`config.mk`:
```
export PLATFORM = sky130hd
export DESIGN_NAME = locker_code_writer
export DESIGN_NICKNAME = d
export VERILOG_FILES = /design/src/rtl/locker_pkg.sv /design/src/rtl/locker_timeout_counter.sv /design/src/rtl/locker_code_writer.sv
export SDC_FILE = /design/constraint.sdc
export NUM_CORES = 1
export LEC_CHECK = 0
export CORE_MARGIN = 8
export CORE_UTILIZATION = 50
export DETAILED_ROUTE_END_ITERATION = 10
export PLACE_DENSITY = 0.73
export SLEW_MARGIN = 20
export SYNTH_ARGS = -nofsm -noshare
export SYNTH_HDL_FRONTEND = slang
export SYNTH_SLANG_ARGS = --single-unit
```
`constraint.sdc`:
```
create_clock -name clock -period 2.9 [get_ports clock]
set_input_delay 0.58 -clock clock [delete_from_list [all_inputs] [get_ports clock]]
set_output_delay 0.58 -clock clock [all_outputs]
set_load 0.02 [all_outputs]
```
`src/rtl/locker_pkg.sv`:
```
// Shared definitions for the locker code writer.
//   KEY_W, DIGITS, CODE_W : code geometry (digit 0 lives in the MSB slot)
//   IDX_W                 : width of the digit index exposed on digit_idx
//   DEFAULT_CODE          : code loaded at reset
//   state_t               : writer FSM encoding, 4 bits wide like the checker
package locker_pkg;

   localparam int KEY_W  = 2;
   localparam int DIGITS = 4;
   localparam int CODE_W = DIGITS * KEY_W;
   localparam int IDX_W  = 2;

   localparam logic [CODE_W-1:0] DEFAULT_CODE = 8'b00_00_00_00;

   typedef enum logic [3:0] {
      ST_IDLE    = 4'd0,
      ST_ENTER   = 4'd1,
      ST_CONFIRM = 4'd2
   } state_t;

endpackage

```
`src/rtl/locker_timeout_counter.sv`:
```
// Idle-cycle counter for the code writer.
//   clock, clear_n : system clock, synchronous active-low reset
//   enable         : count one per cycle while high
//   clear          : force the count back to zero (wins over enable)
//   expire         : high while enabled and the count sits at LIMIT-1
module locker_timeout_counter #(
   parameter int unsigned LIMIT = 16
) (
   input  logic clock,
   input  logic clear_n,
   input  logic enable,
   input  logic clear,
   output logic expire
);

   localparam int CW = (LIMIT > 2) ? $clog2(LIMIT) : 1;

   logic [CW-1:0] count_q;
   logic [CW-1:0] count_d;

   always_comb begin
      count_d = count_q;
      if (clear) begin
         count_d = '0;
      end else if (enable) begin
         count_d = count_q + CW'(1);
      end
   end

   always_ff @(posedge clock) begin
      if (!clear_n) begin
         count_q <= '0;
      end else begin
         count_q <= count_d;
      end
   end

   assign expire = enable && (count_q == CW'(LIMIT - 1));

endmodule

```
`src/rtl/locker_code_writer.sv`:
```
// Programs a new door code: digits are entered once, then confirmed; the
// code register is updated only if both entries agree.
//   clock, clear_n       : system clock, synchronous active-low reset
//   unlocked             : programming permitted (sampled on prog_req only)
//   prog_req             : one-cycle request to start programming
//   key_valid, key       : one-cycle digit strobe and digit value
//   code                 : committed code, digit 0 in the MSBs
//   prog_busy, phase     : busy in ENTER/CONFIRM; phase 1 = CONFIRM
//   digit_idx            : index of the next expected digit
//   prog_done, prog_err  : one-cycle result pulses
//
// Handshake: key_valid is a single-cycle strobe with no back-pressure; a
// strobe is consumed only while busy and is dropped silently in IDLE.
module locker_code_writer
   import locker_pkg::*;
#(
   parameter int unsigned              DIGITS         = locker_pkg::DIGITS,
   parameter int unsigned              KEY_W          = locker_pkg::KEY_W,
   parameter int unsigned              TIMEOUT_CYCLES = 100_000_000,
   parameter logic [DIGITS*KEY_W-1:0]  DEFAULT_CODE   = locker_pkg::DEFAULT_CODE
) (
   input  logic                      clock,
   input  logic                      clear_n,
   input  logic                      unlocked,
   input  logic                      prog_req,
   input  logic                      key_valid,
   input  logic [KEY_W-1:0]          key,
   output logic [DIGITS*KEY_W-1:0]   code,
   output logic                      prog_busy,
   output logic                      phase,
   output logic [IDX_W-1:0]          digit_idx,
   output logic                      prog_done,
   output logic                      prog_err
);

   localparam int CODE_BITS = DIGITS * KEY_W;

   state_t                 state_q, state_d;
   logic [CODE_BITS-1:0]   shadow_q, shadow_d;
   logic [CODE_BITS-1:0]   code_q, code_d;
   logic [IDX_W-1:0]       idx_q, idx_d;
   logic                   mismatch_q, mismatch_d;
   logic                   done_q, done_d;
   logic                   err_q, err_d;

   logic                   timer_clear;
   logic                   timer_expire;
   logic                   last_digit;
   logic                   mismatch_now;
   logic [KEY_W-1:0]       shadow_slot;

   locker_timeout_counter #(
      .LIMIT (TIMEOUT_CYCLES)
   ) u_timeout (
      .clock   (clock),
      .clear_n (clear_n),
      .enable  (state_q != ST_IDLE),
      .clear   (timer_clear),
      .expire  (timer_expire)
   );

   assign last_digit = (idx_q == IDX_W'(DIGITS - 1));

   // Digit held in the shadow slot addressed by the current index.
   always_comb begin
      shadow_slot = '0;
      for (int i = 0; i < int'(DIGITS); i++) begin
         if (idx_q == IDX_W'(i)) begin
            shadow_slot = shadow_q[CODE_BITS-1-KEY_W*i -: KEY_W];
         end
      end
   end

   // Sticky mismatch including the compare happening this cycle.
   assign mismatch_now = mismatch_q | (key != shadow_slot);

   always_comb begin
      state_d     = state_q;
      shadow_d    = shadow_q;
      code_d      = code_q;
      idx_d       = idx_q;
      mismatch_d  = mismatch_q;
      done_d      = 1'b0;
      err_d       = 1'b0;
      timer_clear = 1'b0;

      case (state_q)
         ST_IDLE: begin
            // Hold the timer at zero so a new entry starts from a full window.
            timer_clear = 1'b1;
            if (prog_req) begin
               if (unlocked) begin
                  state_d  = ST_ENTER;
                  idx_d    = '0;
                  shadow_d = '0;
               end else begin
                  err_d = 1'b1;
               end
            end
         end

         ST_ENTER: begin
            if (key_valid) begin
               timer_clear = 1'b1;
               for (int i = 0; i < int'(DIGITS); i++) begin
                  if (idx_q == IDX_W'(i)) begin
                     shadow_d[CODE_BITS-1-KEY_W*i -: KEY_W] = key;
                  end
               end
               if (last_digit) begin
                  state_d    = ST_CONFIRM;
                  idx_d      = '0;
                  mismatch_d = 1'b0;
               end else begin
                  idx_d = idx_q + IDX_W'(1);
               end
            end else if (timer_expire) begin
               state_d = ST_IDLE;
               idx_d   = '0;
               err_d   = 1'b1;
            end
         end

         ST_CONFIRM: begin
            if (key_valid) begin
               timer_clear = 1'b1;
               mismatch_d  = mismatch_now;
               if (last_digit) begin
                  state_d = ST_IDLE;
                  idx_d   = '0;
                  if (mismatch_now) begin
                     err_d = 1'b1;
                  end else begin
                     code_d = shadow_q;
                     done_d = 1'b1;
                  end
               end else begin
                  idx_d = idx_q + IDX_W'(1);
               end
            end else if (timer_expire) begin
               state_d = ST_IDLE;
               idx_d   = '0;
               err_d   = 1'b1;
            end
         end

         default: begin
            state_d = ST_IDLE;
            idx_d   = '0;
         end
      endcase
   end

   always_ff @(posedge clock) begin
      if (!clear_n) begin
         state_q    <= ST_IDLE;
         shadow_q   <= '0;
         code_q     <= DEFAULT_CODE;
         idx_q      <= '0;
         mismatch_q <= 1'b0;
         done_q     <= 1'b0;
         err_q      <= 1'b0;
      end else begin
         state_q    <= state_d;
         shadow_q   <= shadow_d;
         code_q     <= code_d;
         idx_q      <= idx_d;
         mismatch_q <= mismatch_d;
         done_q     <= done_d;
         err_q      <= err_d;
      end
   end

   assign code      = code_q;
   assign prog_busy = (state_q != ST_IDLE);
   assign phase     = (state_q == ST_CONFIRM);
   assign digit_idx = idx_q;
   assign prog_done = done_q;
   assign prog_err  = err_q;

endmodule

```
==> results.toml <==
[global_route]
overflow = 0
grt_util_all_layers = 0.142
number_of_global_route_vias_before_repair = 1913
grt_antenna_before_repair = 0
pin_count_of_the_biggest_net_entering_global_routing = 28
first_pass_grt_wire_length_mm = 8.82

[clocking]
cts_hold_repair.buffers = 0
clock_tree_from_tritoncts = "built"
numClockSinks = 52
post_cts.resized_instances = 0
ctsLongestPathBuffers = 2
htreeDepth = 2
clock_tree.root_cell = "sky130_fd_sc_hd__clkbuf_8"
clkLatencyLatePin_ns = 0.31
cts_setup_buffers = 0
cts_inserted_buffers = 5
cts.clk_slew.worst_paths_ns = 0.09

[outcome]
status = "finished clean"

[die]
floorplan.rows = 26
floorplan.die_area_sq_um = 7820
floorplan.io_pins = 21
initial_cell_density_of_the_core = 0.517
die_width_um = 88.4
core_area_sq_um = 5070
dieHeight_um = 88.4

[final_layout]
n_antenna_cell = 0
layout_cells_sized_above_1 = 0.0881
nFillCells = 453
multi_input_area_sq_um = 1480
design.final.nets = 329
register_area_sq_um = 1040
layout-area-overhead-vs-synth_pct = 13.6

[setup_path]
r2r_setup_slack_ns = 0.51
worst-r2r-cell-count = 7
crit_path_max_fanout = 14
worst_setup_path_startpoint = "state_q[0]"
critical_path_class = "flop to primary output"
crit_required_ns = 2.32
timing.critical_path.arrival_ns = 2.00
crit-reg2reg-launch = "digit_idx[0]"
r2r_end = "code[6]"
critPathLaunchType = "flop"
timing.critical_path.to_type = "primary output"

[detailed_routing]
drt_iter0_markers = 125
drt-vias-per-instance = 5.39
vias = 2092
drtPass1Iterations = 4
route.detailed.wl_per_inst_um = 13.5
antenna_violating_nets_post_route = 0
route.detailed.drc = 0
wl_mm = 5.22

[timing]
fin_skew_ns = 0.00749
grt_setup_unrepaired = "false"
report.final.setup_viol = 0
final_min_period_ns = 2.58
finalCritPeriodShare = 0.890
setup_total_negative_slack_ns = 0
slew_viol_final = 0
final_hold_viol_count = 0
highest_attainable_clock_frequency_ghz = 0.387

[yosys]
ys_ff_latch = 52
netlist_area_sq_um = 2620
synthDistinctLibCells = 49
yosys_warnings = 0
seq_area_frac_synth = 0.397
syn-instance-count = 298
avgSynthCellArea_sq_um = 8.80

[place]
place.gp.congestion = 0.830
detailed_place_hpwl_mm = 3.79
io_buffer_count = 20

[pwr]
reported_leakage_power_nw = 0.957
vdd_ir_drop_max_v = 0.000246
power_density_nw_per_um2 = 407
finalPower_mw = 1.21

[worst_hold_path]
whs_endpoint = "u_timeout.count_q[0]"
hold_path_depth = 1
min-delay-path-class = "flop to flop"
worstHoldStart = "u_timeout.count_q[0]"

[job]
cap_violations = 0
## worst max-delay path by stage
stage                          to  slack [ns]  cells after the start
final                       phase        0.32                      3
after global routing        phase        0.20                      3
after CTS                   phase        0.33                      3
after detailed placement  code[6]        0.51                      7
after global placement    code[3]        0.55                      7
after floorplan           code[0]        0.70                      7
## synthesized netlist by cell type (all sizes together)
library cell,number,area (sq um)
o41a,1,11.3
nor4,10,96.4
a211oi,4,45.1
o211ai,1,7.51
conb,1,3.75
a32oi,2,17.5
and3b,1,8.76
nand3,17,90.1
o21bai,1,7.51
xnor2,17,149
o22ai,1,6.26
a21boi,3,22.5
a22oi,2,15.0
and2b,1,7.51
nand4,9,81.3
dfxtp,52,1040
o21ai,7,35.0
nor3b,3,32.5
o31ai,1,7.51
o31a,1,8.76
or4,1,7.51
nor4b,2,17.5
and4,4,35.0
nor3,9,50.1
a21oi,9,45.0
nor2b,12,75.1
nand3b,2,15.0
and3,4,25.0
nand2,27,101
inv,10,37.5
ha,5,62.6
nand2b,2,12.5
nor2,34,128
a2111o,1,11.3
or3,5,31.3
xor2,5,43.8
and2,2,12.5
mux2i,15,150
buf,6,36.3
clkbuf,8,30.0
## stage by stage
stage	area, sq um	hold slack [ns]	cells	setup WS, ns	util
global route	2980	0.460	388	0.200	0.587
finish	2980	0.443	388	0.318	0.587
detailed placement	2880	0.430	380	0.510	0.568
CTS	2980	0.445	388	0.331	0.587
floorplan	2630	0.413	299	0.702	-
global placement	2880	0.426	380	0.546	0.568
## power breakdown
| part | internal [mW] | total (mW) | switching, mW |
|---|---|---|---|
| registers | 0.718 | 0.724 | 0.00544 |
| logic | 0.0238 | 0.0599 | 0.0361 |
| clock network | 0.191 | 0.427 | 0.236 |
## flip-flops by register name (all words and copies together) (netlist names)
signal             cells
digit_idx              2
u_timeout.count_q     27
state_q                4
mismatch_q             1
code                   8
prog_err               1
prog_done              1
shadow_q               8
## layout by cell type, fill, tap and decap left out, types with 6 or more instances in the layout
master                            synthesis  routed
sky130_fd_sc_hd__nor2b_1                 12      12
sky130_fd_sc_hd__xnor2_1                 17      17
sky130_fd_sc_hd__inv_1                   10      10
sky130_fd_sc_hd__clkdlybuf4s50_1          0      20
sky130_fd_sc_hd__nand3_1                 16      16
sky130_fd_sc_hd__a21oi_1                  9       9
sky130_fd_sc_hd__nor4_1                   6       6
sky130_fd_sc_hd__dfxtp_1                 52      52
sky130_fd_sc_hd__mux2i_1                 15      15
sky130_fd_sc_hd__nor2_1                  34      34
sky130_fd_sc_hd__o21ai_0                  6       6
sky130_fd_sc_hd__nand2_1                 27      27
sky130_fd_sc_hd__nor3_1                   8       8
sky130_fd_sc_hd__clkbuf_8                 0       6
## worst max-delay path: stages (launching register included)
cell	delay, ns
sky130_fd_sc_hd__dfxtp_1	0.45
sky130_fd_sc_hd__nand2b_1	0.30
sky130_fd_sc_hd__nor3_2	0.27
sky130_fd_sc_hd__clkdlybuf4s50_1	0.67
## cell type report
cell class                      instances  area share
Timing Repair Buffer                   25      0.0799
Inverter                               10      0.0126
Clock inverter                          2     0.00336
Clock buffer                            6      0.0277
Tap cell                               70      0.0294
Multi-Input combinational cell        223       0.497
Sequential cell                        52       0.350
## logic make-up after synthesis
group | after synthesis | share of synthesized area
compound gates | 34 | 0.0917
xor+xnor | 22 | 0.0735
fa+ha+maj | 5 | 0.0239
buf+inv | 24 | 0.0396
flops | 52 | 0.397
mux | 15 | 0.0573
other cells | 1 | 0.00143
simple gates | 145 | 0.316
## per-layer routing
layer	vias up	GRT usage	wire, um
li1	1076	-	-
met1	970	0.184	2540
met2	39	0.222	2350
met3	7	0.0325	243
met5	-	0	0
met4	0	0.0599	80
(Power assumes the default switching activity.)
